### config.mk
export PLATFORM = sky130hd
export DESIGN_NAME = fetch_unit
export DESIGN_NICKNAME = d
export VERILOG_FILES = /design/src/rtl/fetch_unit.sv
export SDC_FILE = /design/constraint.sdc
export NUM_CORES = 1
export LEC_CHECK = 0
export CAP_MARGIN = 20
export CORE_MARGIN = 4
export CORE_UTILIZATION = 50
export CTS_CLUSTER_DIAMETER = 100
export DETAILED_ROUTE_END_ITERATION = 10
export PLACE_DENSITY = 0.7
export SYNTH_ARGS = -nofsm -noshare
export SYNTH_HDL_FRONTEND = slang
export SYNTH_SLANG_ARGS = --single-unit
### constraint.sdc
create_clock -name clk -period 5.3 [get_ports clk]
set_input_delay 1.59 -clock clk [delete_from_list [all_inputs] [get_ports clk]]
set_output_delay 1.59 -clock clk [all_outputs]
set_load 0.05 [all_outputs]
### src/rtl/fetch_unit.sv
// rtl/fetch_unit.sv - PC/instruction-fetch stage with start/done handshake and jump LUT
// Fetch runs one instruction per clock in RUN; jumps resolve through a 16-entry absolute-target LUT.
module fetch_unit #(
  parameter int              PC_W     = 10,
  parameter logic [PC_W-1:0] START_PC = '0,
  parameter logic [8:0]      HALT_OP  = 9'h1FF,
  parameter int              CNT_W    = 16
) (
  input  logic             clk,
  input  logic             rst_n,
  input  logic             start,
  input  logic [8:0]       instr_in,
  input  logic             pc_jmp_en,
  input  logic [3:0]       lut_ptr,
  input  logic             lut_wr_en,
  input  logic [3:0]       lut_wr_addr,
  input  logic [PC_W-1:0]  lut_wr_data,
  output logic [PC_W-1:0]  pc,
  output logic [8:0]       instr_out,
  output logic             running,
  output logic             done,
  output logic [CNT_W-1:0] cycle_count
);

  typedef enum logic [1:0] {S_IDLE, S_RUN, S_DONE} state_t;

  state_t           state_q, state_d;
  logic [PC_W-1:0]  pc_q, pc_d;
  logic [CNT_W-1:0] cnt_q, cnt_d;
  logic [PC_W-1:0]  lut_q [16];

  always_comb begin
    state_d = state_q;
    pc_d    = pc_q;
    cnt_d   = cnt_q;
    case (state_q)
      S_IDLE, S_DONE: begin
        if (start) begin
          state_d = S_RUN;
          pc_d    = START_PC;
          cnt_d   = '0;
        end
      end
      S_RUN: begin
        cnt_d = (&cnt_q) ? cnt_q : cnt_q + 1'b1;
        // HALT outranks a jump requested in the same cycle
        if (instr_in == HALT_OP) begin
          state_d = S_DONE;
        end else if (pc_jmp_en) begin
          pc_d = lut_q[lut_ptr];
        end else begin
          pc_d = pc_q + 1'b1;
        end
      end
      default: state_d = S_IDLE;
    endcase
  end

  always_ff @(posedge clk) begin
    if (!rst_n) begin
      state_q <= S_IDLE;
      pc_q    <= '0;
      cnt_q   <= '0;
      for (int i = 0; i < 16; i++) lut_q[i] <= '0;
    end else begin
      state_q <= state_d;
      pc_q    <= pc_d;
      cnt_q   <= cnt_d;
      // a jump reading this entry in the same cycle still sees the old target
      if (lut_wr_en) lut_q[lut_wr_addr] <= lut_wr_data;
    end
  end

  assign pc          = pc_q;
  assign cycle_count = cnt_q;
  assign running     = (state_q == S_RUN);
  assign done        = (state_q == S_DONE);
  assign instr_out   = (state_q == S_RUN) ? instr_in : 9'h000;

endmodule

# Word-level counts from Yosys, hierarchy flattened
# Memory sizes are Yosys's and may differ from the RTL's.
# Cells that the tools add are included.
# op_classes
n_addsub,2
eq_ne,7
muxes,18
reduce_logical,8
# ops
operator,count
10-bit two-way mux,4
16-bit two-way mux,2
16-bit one-hot mux with 2 select lines,1
10-bit one-hot mux with 2 select lines,1
"16-bit by 1-bit adder with 16-bit output, second input constant",1
16-bit AND reduction,1
"10-bit by 1-bit adder with 10-bit output, second input constant",1
10-bit OR reduction,1
"9-bit equality test, second input constant",1
9-bit two-way mux,1
"2-bit inequality test, second input constant",3
3-bit AND reduction,2
1-bit two-way mux,5
2-bit two-way mux,2
4-bit two-way mux,1
2-bit one-hot mux with 2 select lines,1
"2-bit by 1-bit equality test with 1-bit output, second input constant",1
"2-bit equality test, second input constant",1
2-bit zero test,1
"2-bit by 1-bit inequality test with 1-bit output, second input constant",1
2-bit AND reduction,1
2-bit nonzero test,1
2-bit OR reduction,1
# word_totals
ff_bits,28
ramBits,160
input_bits,32
out_inout_bits,37
elab_cells,39
n_memories,1
# memory_table
memory,words,word_bits,read_ports,rd_clocked_by_memory_dff,write_ports,line,text
lut_q,16,10,1,0,16,30,logic [PC_W-1:0] lut_q [16];

# Depth between registers and ports, before layout
# depth
word_depth,5
mapped_depth,8
depth_no_buf,6

# Worst setup path after synthesis
# OpenSTA, ideal clock, no wires.
# synth_timing
kind,input -> output
startpoint,input instr_in[0]
endpoint,output instr_out[0]
arrival_time_ns,1.997
t_required_ns,3.710
slack_ns,1.713
cell_stages,1
n_path_buf,0
path_cell_list,and2_1
# synth_via
elab_chain_cells,1
# synth_lines
item,line,text
from (decl),12,"input logic [8:0] instr_in,"
9-bit two-way mux,78,assign instr_out = (state_q == S_RUN) ? instr_in : 9'h000;
to (decl),19,"output logic [8:0] instr_out,"
# No other way between the ends.

# Final worst setup path
# layout_timing
startpoint,input instr_in[2]
endpoint,output instr_out[2]
# Same word-level chain as after synthesis.

==> impl_metrics.json <==
{
  "synth_edf_count": 160,
  "track_usage": 0.2085,
  "cts_setup_buffers": 0,
  "vias": 5718,
  "min_path_type": "register to register",
  "synth_top_area_cell": "edfxtp_1",
  "fillers": 1359,
  "ys_ff_latch": 188,
  "port_buffers": 68,
  "cp_max_fo": 2,
  "clockBufferDepth": 2,
  "h-tree-depth": 4,
  "grt_start_max_net_pins": 28,
  "post_cts_resized": 0,
  "antenna_found_initial": 0,
  "dieArea_um2": 19970,
  "vdd_drop_max_mv": 0.2326,
  "wl_per_cell_um": 20.54,
  "hpwl_mm": 14.05,
  "ioPinCount": 69,
  "grt_overflow": 0,
  "reg2reg_depth": 5,
  "avgSynthCellArea_um2": 13.23,
  "synthArstFlopShare": 0,
  "min_period_ns": 4.583,
  "clock-sinks": 188,
  "gp_congestion": 0.8498,
  "p_leak_nw": 3.513,
  "insertion_delay_ns": 0.42,
  "outcome": "completed",
  "hold_viol": 0,
  "start_util": 0.5121,
  "endpoint": "instr_out[2]",
  "first_global_vias": 5692,
  "cts_tree": "done",
  "final_nets": 778,
  "slew_viol_final": 0,
  "firstDrtPassIters": 5,
  "die_w_um": 141.3,
  "coreArea_um2": 17360,
  "mostFrequentLayoutCells": "171 x and2_1, 160 x edfxtp_1, 66 x clkdlybuf4s50_1",
  "r2r_end": "pc[2]",
  "path_clk_slew_ns": 0.06,
  "synth_top_area_frac": 0.5405,
  "arrival_ns": 2.99,
  "dominantRegCellSynth": "edfxtp_1",
  "startpoint_type": "input port",
  "drc_errors": 0,
  "final_area_um2": 10340,
  "ys_seq_area_frac": 0.6036,
  "drive_above_1_share": 0.1192,
  "syn-cell-area_um2": 8889,
  "relSlewSlack": 0.3443,
  "worst_pin_slew_ns": 0.9804,
  "worstSetupPathType": "input port to primary output",
  "rows": 48,
  "syn-instance-count": 672,
  "grt_pass1_wl_mm": 31.39,
  "crit_start": "instr_in[2]",
  "viasPerCell": 5.835,
  "initialDrtViolationCount": 576,
  "final_antenna_net_count": 0,
  "cap_violations": 0,
  "rrSetupSlack_ns": 3.43,
  "numCtsBuffers": 17,
  "multi_input_area_um2": 3297,
  "seqCellArea_um2": 5365,
  "fmax_mhz": 218.2,
  "final_common_cell": "and2_1",
  "min_path_cells": 2,
  "r2r_start": "state_q[0]",
  "die_h_um": 141.3,
  "p_per_area_nw_per_um2": 309.1,
  "utilization": 0.5957,
  "n_antenna_cell": 0,
  "rsz0062_at_grt": "false",
  "synth_cell_type_count": 49,
  "totalWireLength_mm": 20.13,
  "setup_viol": 0,
  "postCtsHoldBufs": 0,
  "synth.net_count": 706,
  "crit_path_end_kind": "primary output",
  "synthTopCellsByArea": "edfxtp_1 54%, and2_1 12%, mux4_2 9.1%",
  "syn2layout_area_growth_pct": 16.33,
  "finClkSkew_ns": 0.007049,
  "period_share": 0.8648,
  "yosys_warnings": 0,
  "root_buffer": "clkbuf_16",
  "place_area_um2": 9798,
  "required_ns": 3.71,
  "setup_tns_ns": 0
}
cell type report:
type | count | area share
sequential | 188 | 0.5189
multi-input combinational | 440 | 0.3189
timing repair buffer | 90 | 0.08059
clock buffer | 19 | 0.04187
tap | 225 | 0.02723
clock inverter | 11 | 0.01004
inverter | 7 | 0.002541
through the flow:
| step | std cells | power (mW) | hold slack (ns) | setup slack (ns) |
|---|---|---|---|---|
| finish | 980 | 3.196 | 0.5005 | 0.7167 |
| global route | 980 | 3.297 | 0.5190 | 0.6556 |
| CTS | 979 | 3.214 | 0.5000 | 0.7064 |
| detailed placement | 949 | 2.043 | 0.4914 | 0.7086 |
| global placement | 949 | 2.032 | 0.4782 | 0.7149 |
| floorplan | 672 | 1.921 | 0.6905 | 1.713 |
critical path, stage by stage:
cell	delay, ns
clkdlybuf4s50_1	0.48
and2_1	0.13
clkdlybuf4s50_1	0.79
kinds of logic after synthesis:
logic type | count (synthesis) | synth area share
AOI/OAI and AO/OA | 85 | 0.06039
xor gates and xnor gates | 17 | 0.01675
adders and majority gates | 2 | 0.002815
buffers and inverters | 44 | 0.02548
DFF | 188 | 0.6036
muxes | 48 | 0.1075
and+or+nand+nor | 288 | 0.1834
synth_stat cells, types with 2 or more instances:
cell type,number
and2_1,171
edfxtp_1,160
mux4_2,36
nor2_1,36
dfxtp_1,28
nand2_1,27
clkbuf_1,21
o21ai_0,18
a21oi_1,15
xnor2_1,14
o21ai_1,12
nand2b_1,11
nor3_1,10
buf_2,9
a22oi_1,8
nand3_1,8
inv_1,7
mux2_2,7
nor2b_1,7
nor4_1,5
o211ai_1,5
o22ai_1,5
a211oi_1,4
buf_6,4
mux2i_1,4
nand4_1,4
a21boi_1,3
a221oi_1,3
and3_1,3
xor2_1,3
and4_1,2
ha_1,2
o311ai_1,2
o31a_1,2
or3_1,2
sequential cells by signal, indices dropped and copies added (netlist names):
signal       count
state_q          2
lut_q          160
pc              10
cycle_count     16
where the power goes:
group | internal, mW | switching (mW) | total [mW]
registers | 1.68 | 0.0267 | 1.70
logic | 0.124 | 0.182 | 0.306
clock network | 0.679 | 0.506 | 1.19
per-layer routing:
layer  global-route usage  share of wire  wire length, um
met1               0.2709           0.40             8080
met2               0.3481           0.49             9777
met3              0.04044          0.083             1675
met4              0.08210          0.030              598
met5                    0              0                0
worst min-delay path by stage:
stage / start / endpoint / slack, ns
after floorplan: pc[8] / pc[8] / 0.69
after global placement: cycle_count[1] / cycle_count[1] / 0.48
after detailed placement: cycle_count[1] / cycle_count[1] / 0.49
after CTS: cycle_count[1] / cycle_count[1] / 0.50
after global routing: cycle_count[1] / cycle_count[1] / 0.52
final: cycle_count[1] / cycle_count[1] / 0.50
Power figures use the tool's default switching activity.
